[src/rtl/mips_dbg_pkg.sv]
// Shared constants for the MIPS debug display: page encoding and the
// active-low hex-to-seven-segment glyph table.
package mips_dbg_pkg;

  typedef enum logic [1:0] {
    PAGE_PC    = 2'd0,
    PAGE_IHI   = 2'd1,
    PAGE_ILO   = 2'd2,
    PAGE_ALUWB = 2'd3
  } page_e;

  localparam logic [6:0] SEG_BLANK = 7'h7F;

  // Segment order {g,f,e,d,c,b,a}; a zero lights the segment.
  localparam logic [6:0] HEX_SEG [16] = '{
    7'h40, 7'h79, 7'h24, 7'h30, 7'h19, 7'h12, 7'h02, 7'h78,
    7'h00, 7'h10, 7'h08, 7'h03, 7'h46, 7'h21, 7'h06, 7'h0E
  };

  function automatic logic [6:0] hex_to_seg(input logic [3:0] nibble);
    return HEX_SEG[nibble];
  endfunction

endpackage

[src/rtl/mips_debug_display_btn_debounce.sv]
// Push-button conditioner: two-flop synchronizer, debounce counter and a
// one-cycle pulse on each accepted press; a button held through reset is ignored.
module btn_debounce #(
  parameter int DEBOUNCE_CYCLES = 250000
) (
  input  logic clk,
  input  logic rst,
  input  logic btn_i,
  output logic rise_o
);

  localparam int CW = (DEBOUNCE_CYCLES > 1) ? $clog2(DEBOUNCE_CYCLES) : 1;
  localparam logic [CW-1:0] LAST = CW'(DEBOUNCE_CYCLES - 1);

  logic          sync1_q, sync2_q;
  logic          acc_q, acc_d;
  logic          armed_q, armed_d;
  logic          rise_q, rise_d;
  logic [CW-1:0] cnt_q, cnt_d;

  // Until a debounced release is seen the block is unarmed, so a level that
  // was already high when reset lifted never counts as a press.
  always_comb begin
    // NOTE: every combinational output gets a default first so no latch is inferred.
    armed_d = armed_q;
    acc_d   = acc_q;
    cnt_d   = '0;
    rise_d  = 1'b0;
    if (!armed_q) begin
      if (!sync2_q) begin
        if (cnt_q == LAST) armed_d = 1'b1;
        else               cnt_d   = cnt_q + CW'(1);
      end
    end else if (sync2_q != acc_q) begin
      if (cnt_q == LAST) begin
        acc_d  = sync2_q;
        rise_d = sync2_q;
      end else begin
        cnt_d = cnt_q + CW'(1);
      end
    end
  end

  always_ff @(posedge clk) begin
    // NOTE: sequential state uses non-blocking assignments only.
    if (rst) begin
      sync1_q <= 1'b1;
      sync2_q <= 1'b1;
      acc_q   <= 1'b0;
      armed_q <= 1'b0;
      rise_q  <= 1'b0;
      cnt_q   <= '0;
    end else begin
      sync1_q <= btn_i;
      sync2_q <= sync1_q;
      acc_q   <= acc_d;
      armed_q <= armed_d;
      rise_q  <= rise_d;
      cnt_q   <= cnt_d;
    end
  end

  assign rise_o = rise_q;

endmodule

[src/rtl/mips_debug_display.sv]
// Four-digit multiplexed seven-segment viewer for the MIPS core probes.
// Define MIPS_DBG_BLANK_LZ_EN to blank leading-zero digits 3..1.
module mips_debug_display
  import mips_dbg_pkg::*;
#(
  parameter int PC_WIDTH        = 6,
  parameter int ALU_WIDTH       = 8,
  parameter int REG_WIDTH       = 8,
  parameter int SCAN_BITS       = 16,
  parameter int DEBOUNCE_CYCLES = 250000
) (
  input  logic                 clk,
  input  logic                 rst,
  input  logic                 btn_next,
  input  logic [PC_WIDTH-1:0]  PCout,
  input  logic [31:0]          Instruction,
  input  logic [ALU_WIDTH-1:0] ALUResult,
  input  logic [REG_WIDTH-1:0] WriteBack,
  output logic [3:0]           an,
  output logic [6:0]           seg,
  output logic                 dp,
  output logic [1:0]           page
);

  logic [SCAN_BITS-1:0] scan_q, scan_d;
  logic [1:0]           digit_q, digit_d;
  logic [15:0]          frame_q, frame_d;
  page_e                page_q, page_d;
  logic [3:0]           an_q, an_d;
  logic [6:0]           seg_q, seg_d;
  logic                 dp_q, dp_d;

  logic        btn_rise;
  logic [15:0] src;
  logic [3:0]  nibble;
  logic        lz_blank;

  btn_debounce #(
    .DEBOUNCE_CYCLES (DEBOUNCE_CYCLES)
  ) u_btn (
    .clk    (clk),
    .rst    (rst),
    .btn_i  (btn_next),
    .rise_o (btn_rise)
  );

  always_comb begin
    src = '0;
    case (page_q)
      PAGE_PC:    src = 16'(PCout);
      PAGE_IHI:   src = Instruction[31:16];
      PAGE_ILO:   src = Instruction[15:0];
      PAGE_ALUWB: src = 16'({ALUResult, WriteBack});
      default:    src = '0;
    endcase
  end

  assign nibble = frame_q[{digit_q, 2'b00} +: 4];

`ifdef MIPS_DBG_BLANK_LZ_EN
  assign lz_blank = (digit_q != 2'd0) && ((frame_q >> {digit_q, 2'b00}) == 16'h0000);
`else
  assign lz_blank = 1'b0;
`endif

  // The frame only reloads at the start of digit 0, so all four digits
  // shown in one sweep come from the same sample.
  always_comb begin
    scan_d  = scan_q + SCAN_BITS'(1);
    digit_d = (&scan_q) ? digit_q + 2'd1 : digit_q;
    frame_d = (scan_q == '0 && digit_q == 2'd0) ? src : frame_q;
    page_d  = btn_rise ? page_e'(page_q + 2'd1) : page_q;
    an_d    = ~(4'b0001 << digit_q);
    seg_d   = lz_blank ? SEG_BLANK : hex_to_seg(nibble);
    dp_d    = (digit_q != page_q);
  end

  always_ff @(posedge clk) begin
    if (rst) begin
      scan_q  <= '0;
      digit_q <= 2'd0;
      frame_q <= 16'h0000;
      page_q  <= PAGE_PC;
      an_q    <= 4'b1111;
      seg_q   <= SEG_BLANK;
      dp_q    <= 1'b1;
    end else begin
      scan_q  <= scan_d;
      digit_q <= digit_d;
      frame_q <= frame_d;
      page_q  <= page_d;
      an_q    <= an_d;
      seg_q   <= seg_d;
      dp_q    <= dp_d;
    end
  end

  assign an   = an_q;
  assign seg  = seg_q;
  assign dp   = dp_q;
  assign page = page_q;

endmodule

[config.mk]
export PLATFORM = sky130hd
export DESIGN_NAME = mips_debug_display
export DESIGN_NICKNAME = d
export VERILOG_FILES = /design/src/rtl/mips_dbg_pkg.sv /design/src/rtl/mips_debug_display_btn_debounce.sv /design/src/rtl/mips_debug_display.sv
export SDC_FILE = /design/constraint.sdc
export NUM_CORES = 1
export LEC_CHECK = 0
export ABC_AREA = 1
export BUFFER_PORTS_ARGS = -buffer_cell sky130_fd_sc_hd__buf_2
export CELL_PAD_IN_SITES_DETAIL_PLACEMENT = 2
export CELL_PAD_IN_SITES_GLOBAL_PLACEMENT = 2
export CORE_MARGIN = 2
export CORE_UTILIZATION = 31
export CTS_CLUSTER_SIZE = 28
export DETAILED_ROUTE_END_ITERATION = 10
export MAX_ROUTING_LAYER = met4
export PLACE_DENSITY = 0.88
export SYNTH_ARGS = -nofsm -noshare
export SYNTH_HDL_FRONTEND = slang
export SYNTH_HIERARCHICAL = 1
export SYNTH_SLANG_ARGS = --single-unit
[constraint.sdc]
create_clock -name clk -period 1.9 [get_ports clk]
set_input_delay 0.19 -clock clk [delete_from_list [all_inputs] [get_ports clk]]
set_output_delay 0.19 -clock clk [all_outputs]
set_load 0.005 [all_outputs]
==> Word-level counts from Yosys, hierarchy flattened <==
Memories as Yosys holds them, arrays and structs flattened. A register that Yosys moved wholly into a read port is not among the register bits.
Cells that the tools add are included.
{ "totals": {"mem_bits_ro": 112, "regBits": 64, "memories": 1, "word_cells": 45} }
{ "op_classes": {"bitwise_logic": 5, "reduce_logical": 7, "shift": 2, "muxes": 8, "eq_ne": 6, "n_addsub": 4} }
{ "mem_list": {"columns": ["memory", "depth", "width", "read_ports", "rd_ports_with_merged_regs", "write_ports", "line_no", "source"], "rows": [
  ["(name not given)", 16, 7, 1, 1, 0, "mips_dbg_pkg.sv:21", "return HEX_SEG[nibble];"]
]} }
{ "ops": {"columns": ["op", "count"], "rows": [
  ["two-way mux 18 bit", 4],
  ["case mux 16 bit (4 select lines)", 1],
  ["adder 18 x 1 -> 18 bit (second input constant)", 1],
  ["equality test 18 bit (second input constant)", 1],
  ["adder 16 x 1 -> 16 bit (second input constant)", 1],
  ["logical NOT 16 bit", 1],
  ["AND reduction 16 bit", 1],
  ["indexed part select 16 x 5 -> 4 bit", 1],
  ["inverter 4 -> 5 bit", 1],
  ["adder 2 x 1 -> 2 bit (second input constant)", 2],
  ["equality test 2 bit (second input constant)", 2],
  ["logical NOT 2 bit", 2],
  ["inverter 4 bit", 1],
  ["OR reduction 4 bit", 1],
  ["<< shifter 1 x 2 -> 4 bit (first input constant)", 1],
  ["two-way mux 1 bit", 3],
  ["inverter 1 bit", 3],
  ["AND reduction 3 bit", 1],
  ["equality test 2 x 1 -> 1 bit (second input constant)", 1],
  ["inequality test 2 bit", 1],
  ["logical AND 1 bit", 1],
  ["inequality test 1 bit", 1]
]} }

==> Longest topological paths before layout <==
{ "logic_depth": {"ltp_word": 4, "ltp_mapped": 11, "depth_no_buf": 10} }

==> By module <==
The synthesis kept the hierarchy.
{ "by_module_without_submodules": {"columns": ["mod", "cells_each", "instances", "seq_area_each_um2", "area_each_um2"], "rows": [
  ["mips_debug_display", 445, 1, 960.9, 3010.4],
  ["btn_debounce", 151, 1, 460.4, 1166.1]
]} }

==> Least setup slack after synthesis <==
OpenSTA, ideal clock, no wires.
{ "synth_path": {"path_kind": "register -> register", "start": "register digit_q[0]", "end": "register seg_q[0] (netlist: seg[0])", "path_slack_ns": 0.366, "stages_incl_launch_ff": 12, "n_path_buf": 1, "arrival_time_ns": 1.420, "setup_ns": 0.114, "cell_sequence": "dfxtp_1 inv_2 buf_6 nand2_1 nand3_1 nand2_1 inv_1 ha_1 inv_1 nor2_4 a21oi_4 nand2_1"} }
{ "synth_via": {"elab_chain_len": 2} }
{ "synth_lines": {"columns": ["item", "line_no", "source"], "rows": [
  ["start, declared", "mips_debug_display.sv:26", "logic [1:0] digit_q, digit_d;"],
  ["start signal, assigned", "mips_debug_display.sv:89", "digit_q <= digit_d;"],
  ["indexed part select 16 x 5 -> 4 bit", "mips_debug_display.sv:58", "assign nibble = frame_q[{digit_q, 2'b00} +: 4];"],
  ["inverter 4 -> 5 bit (implied by the code)", "mips_dbg_pkg.sv:21", null],
  ["end, declared", "mips_debug_display.sv:30", "logic [6:0] seg_q, seg_d;"]
]} }
Every way passes these cells.
A chain may end at the register's enable or synchronous reset.

==> Worst setup path after layout <==
{ "layout_path": {"start": "register page_q[0] (netlist: page[0])", "end": "register frame_q[1]"} }
{ "layout_via": {"elab_chain_len": 2, "elab_cells_between_ends": 5} }
{ "layout_lines": {"columns": ["item", "line_no", "source"], "rows": [
  ["start, declared", "mips_debug_display.sv:28", "page_e page_q, page_d;"],
  ["start signal, assigned", "mips_debug_display.sv:91", "page_q <= page_d;"],
  ["equality test 2 bit (tied with other cells)", "mips_debug_display.sv:49", "case (page_q)"],
  ["case mux 16 bit (4 select lines) *", "mips_debug_display.sv:49", null],
  ["end signal, assigned", "mips_debug_display.sv:90", "frame_q <= frame_d;"],
  ["end, declared", "mips_debug_display.sv:27", "logic [15:0] frame_q, frame_d;"]
]} }
Every way passes the cells marked *; elsewhere a longest branch is shown, timed or not.

==> impl_metrics.tcl <==
set metrics [dict create \
    cts_made_buffers 9 \
    synth_cell_types 38 \
    tightest_slew_ns 0.3902 \
    ys_seq_area_share_pct 34.03 \
    cellPowerDensity_nw_per_um2 764.8 \
    setup_viol 0 \
    multi_input_comb_area_um2 2412 \
    max_freq_ghz 0.5550 \
    ys_ff_latch 71 \
    drive_gt1_share_pct 26.41 \
    wl_um 15470 \
    p_seq_share_pct 42.1 \
    avgSynthCellArea_um2 7.008 \
    start_util_pct 31.66 \
    syn_area_um2 4177 \
    core_um2 13190 \
    fin_crit_sh_pct 94.82 \
    clockPowerShare_pct 44.4 \
    max-cap-violations 0 \
    yosysWarnings 6 \
    clock_skew_ns 0.008829 \
    die_h_um 120.1 \
    worst_hold_path_type "input pin to register" \
    route.detailed.drc 0 \
    wire_per_inst_um 18.20 \
    final_area_um2 5015 \
    h-tree-depth 3 \
    finalHoldViolCount 0 \
    synth_fp_nets 670 \
    synth_edf_count 0 \
    hp-start "btn_next" \
    ctsRootBufferMaster "clkbuf_16" \
    n_antenna_cell 0 \
    layout_commonest_cell "nand2_1" \
    placed_area_um2 4637 \
    area_delta_synth_final_pct 20.07 \
    grt_pass1_vias 4758 \
    die_w_um 120.1 \
    routabilityCongestion 0.8245 \
    setup_slack_ns 0.09835 \
    finalMaxSlewViolations 0 \
    grt_max_degree 33 \
    antenna_left 0 \
    cp_max_fo 6 \
    power.leakage_nw 2.109 \
    peakVddDrop_v 0.0004059 \
    antenna_found_initial 0 \
    final_cell_mix "nand2_1, buf_2, dfxtp_1" \
    layout.cells.non_filler 850 \
    port_buffers 70 \
    critPathArrivalTime_ns 2.02 \
    status "complete, no violations" \
    internal-power_w 0.002821 \
    worstSetupEndpointType "register" \
    grt_use_total_pct 22.32 \
    rows 42 \
    r2r-end "frame_q[1]$_SDFFE_PP0P_" \
    clk_pin_slew_ns 0.06 \
    r2r_slack_ns 0.1 \
    fin_hold_ws_ns 0.03396 \
    dr.pass1.iters 4 \
    grt_pass1_wl_um 24700 \
    gr-total-overflow 0 \
    synthArstFlopShare_pct 0 \
    clock_path_buffers 2 \
    netSwitchingPower_w 0.001014 \
    relSlewSlack_pct 73.99 \
    p_comb_share_pct 13.4 \
    period_needed_ns 1.802 \
    worstSetupPathType "register to register" \
    placed_cells 828 \
    crit_required_ns 2.12 \
    drtIter0Drc 226 \
    worstReg2RegStart "page[0]$_SDFFE_PP0P_" \
    hold_buffers 0 \
    vias 4268 \
    synth_ff_type "dfxtp_1" \
    synth_cells 596 \
    reg2reg_depth 8 \
    drt-vias-per-instance 5.021 \
    nets 743 \
    cts_tree "done" \
    min_to "u_btn/sync1_q$_SDFF_PP1_" \
    die-area_um2 14420 \
    hpwlAfterDp_um 10770 \
    dp_slack_ns 0.01488 \
    seq_area_um2 1424 \
    clk_latency_ns 0.34 \
    io_pins 71 \
    switching_share_pct 26.44 \
    fill_cells 1561 \
    cts_sinks 71 \
    min_path_cells 2 \
    critPathLaunchType "register" \
]
==> routing by layer <==
| metal | vias to the layer above | global-route usage (%) | share of wire, % | wire [µm] |
|---|---|---|---|---|
| li1 | 2035 | - | - | - |
| met1 | 2128 | 24.75 | 41 | 6386 |
| met2 | 79 | 39.70 | 54 | 8353 |
| met3 | 26 | 5.086 | 2.8 | 429 |
| met4 | 0 | 6.912 | 1.9 | 296 |
| met5 | - | - | 0 | 0 |
==> flip-flops by register name, indices dropped and copies added, names as in the netlist, 2 cells and up <==
signal       count
digit_q          2
page             2
u_btn/cnt_q     18
an               4
frame_q         16
seg              7
scan_q          16
==> stage by stage <==
step                 TNS (ns)  utilization, %  total power, W
detailed placement          0           35.15        0.002142
CTS                         0           37.62        0.003866
floorplan                   0               -        0.001955
global placement            0           35.15        0.002101
finish                      0           38.02        0.003835
global route        -0.008971           38.02        0.003994
==> cell families (layout without fill, tap and decap cells) <==
kind of cell / count (synthesis) / in the layout / share of synthesized area, %
AND/OR/NAND/NOR: 375 / 375 / 42.51
flip-flops: 71 / 71 / 34.03
buffers and inverters: 71 / 149 / 9.048
AO/OA/AOI/OAI: 52 / 52 / 7.220
adder cells (fa/ha/maj): 17 / 17 / 5.093
XOR/XNOR: 10 / 10 / 2.097
==> critical path: stages (launching register included) <==
cell        delay, ns
dfxtp_1          0.38
inv_2            0.18
ha_4             0.20
clkinvlp_4       0.16
or2_2            0.30
o21ai_0          0.10
nand3_1          0.13
nand2_1          0.15
nor2_1           0.08
==> cell type report <==
cell class                 count  share of cell area, %
timing repair buffer          84                  9.331
inverter                      48                  3.817
sequential                    71                  28.39
clock buffer                  12                  4.915
clock inverter                 4                 0.8982
timing repair inverter         1                 0.1497
tap                          176                  4.391
multi-input combinational    454                  48.10
==> worst max path at each step <==
stage / start / end / slack [ns] / cells after the start
finish: page[0]$_SDFFE_PP0P_ / frame_q[1]$_SDFFE_PP0P_ / 0.1 / 8
global route: page[0]$_SDFFE_PP0P_ / frame_q[1]$_SDFFE_PP0P_ / -0.009 / 8
CTS: page[0]$_SDFFE_PP0P_ / frame_q[1]$_SDFFE_PP0P_ / 0.005 / 8
detailed placement: page[1]$_SDFFE_PP0P_ / frame_q[1]$_SDFFE_PP0P_ / 0.01 / 8
global placement: page[0]$_SDFFE_PP0P_ / frame_q[1]$_SDFFE_PP0P_ / 0.18 / 8
floorplan: digit_q[0]$_SDFFE_PP0P_ / seg[0]$_SDFF_PP1_ / 0.37 / 11
==> power groups by stage <==
stage | Combinational [W] | Clock [W] | Sequential (W)
floorplan | 0.000325 | 0 | 0.00163
global placement | 0.000459 | 0 | 0.00164
detailed placement | 0.000497 | 0 | 0.00165
CTS | 0.000511 | 0.00174 | 0.00162
global route | 0.000575 | 0.00180 | 0.00162
finish | 0.000514 | 0.00170 | 0.00162
==> Yosys cell counts (3+ instances only) <==
master / number / area share, %
nand4_1: 10 / 1.5
ha_1: 17 / 5.1
nand3_2: 6 / 1.4
or2_2: 9 / 1.3
dfxtp_1: 71 / 34
buf_6: 8 / 2.2
nor2_4: 6 / 1.6
xor2_1: 6 / 1.3
nor2_2: 21 / 3.1
nand3_4: 3 / 1.3
xnor2_1: 4 / 0.84
buf_4: 5 / 0.90
inv_2: 4 / 0.36
nand3_1: 57 / 6.8
clkbuf_2: 3 / 0.36
nand2_2: 11 / 1.6
buf_2: 4 / 0.48
nand2_1: 181 / 16
a21oi_1: 31 / 3.7
nor3_1: 7 / 0.84
inv_1: 42 / 3.8
nor2_1: 58 / 5.2
o21ai_0: 11 / 1.3
==> what timing repair did <==
action                                  in CTS  in global routing
endpoints found under the setup margin       4                 21
setup buffers                                3                  2
gates cloned                                 0                  1
gates resized for setup                      4                 10
endpoints found under the hold margin        0                  0
No activity file was read; power rests on OpenSTA's default activity.
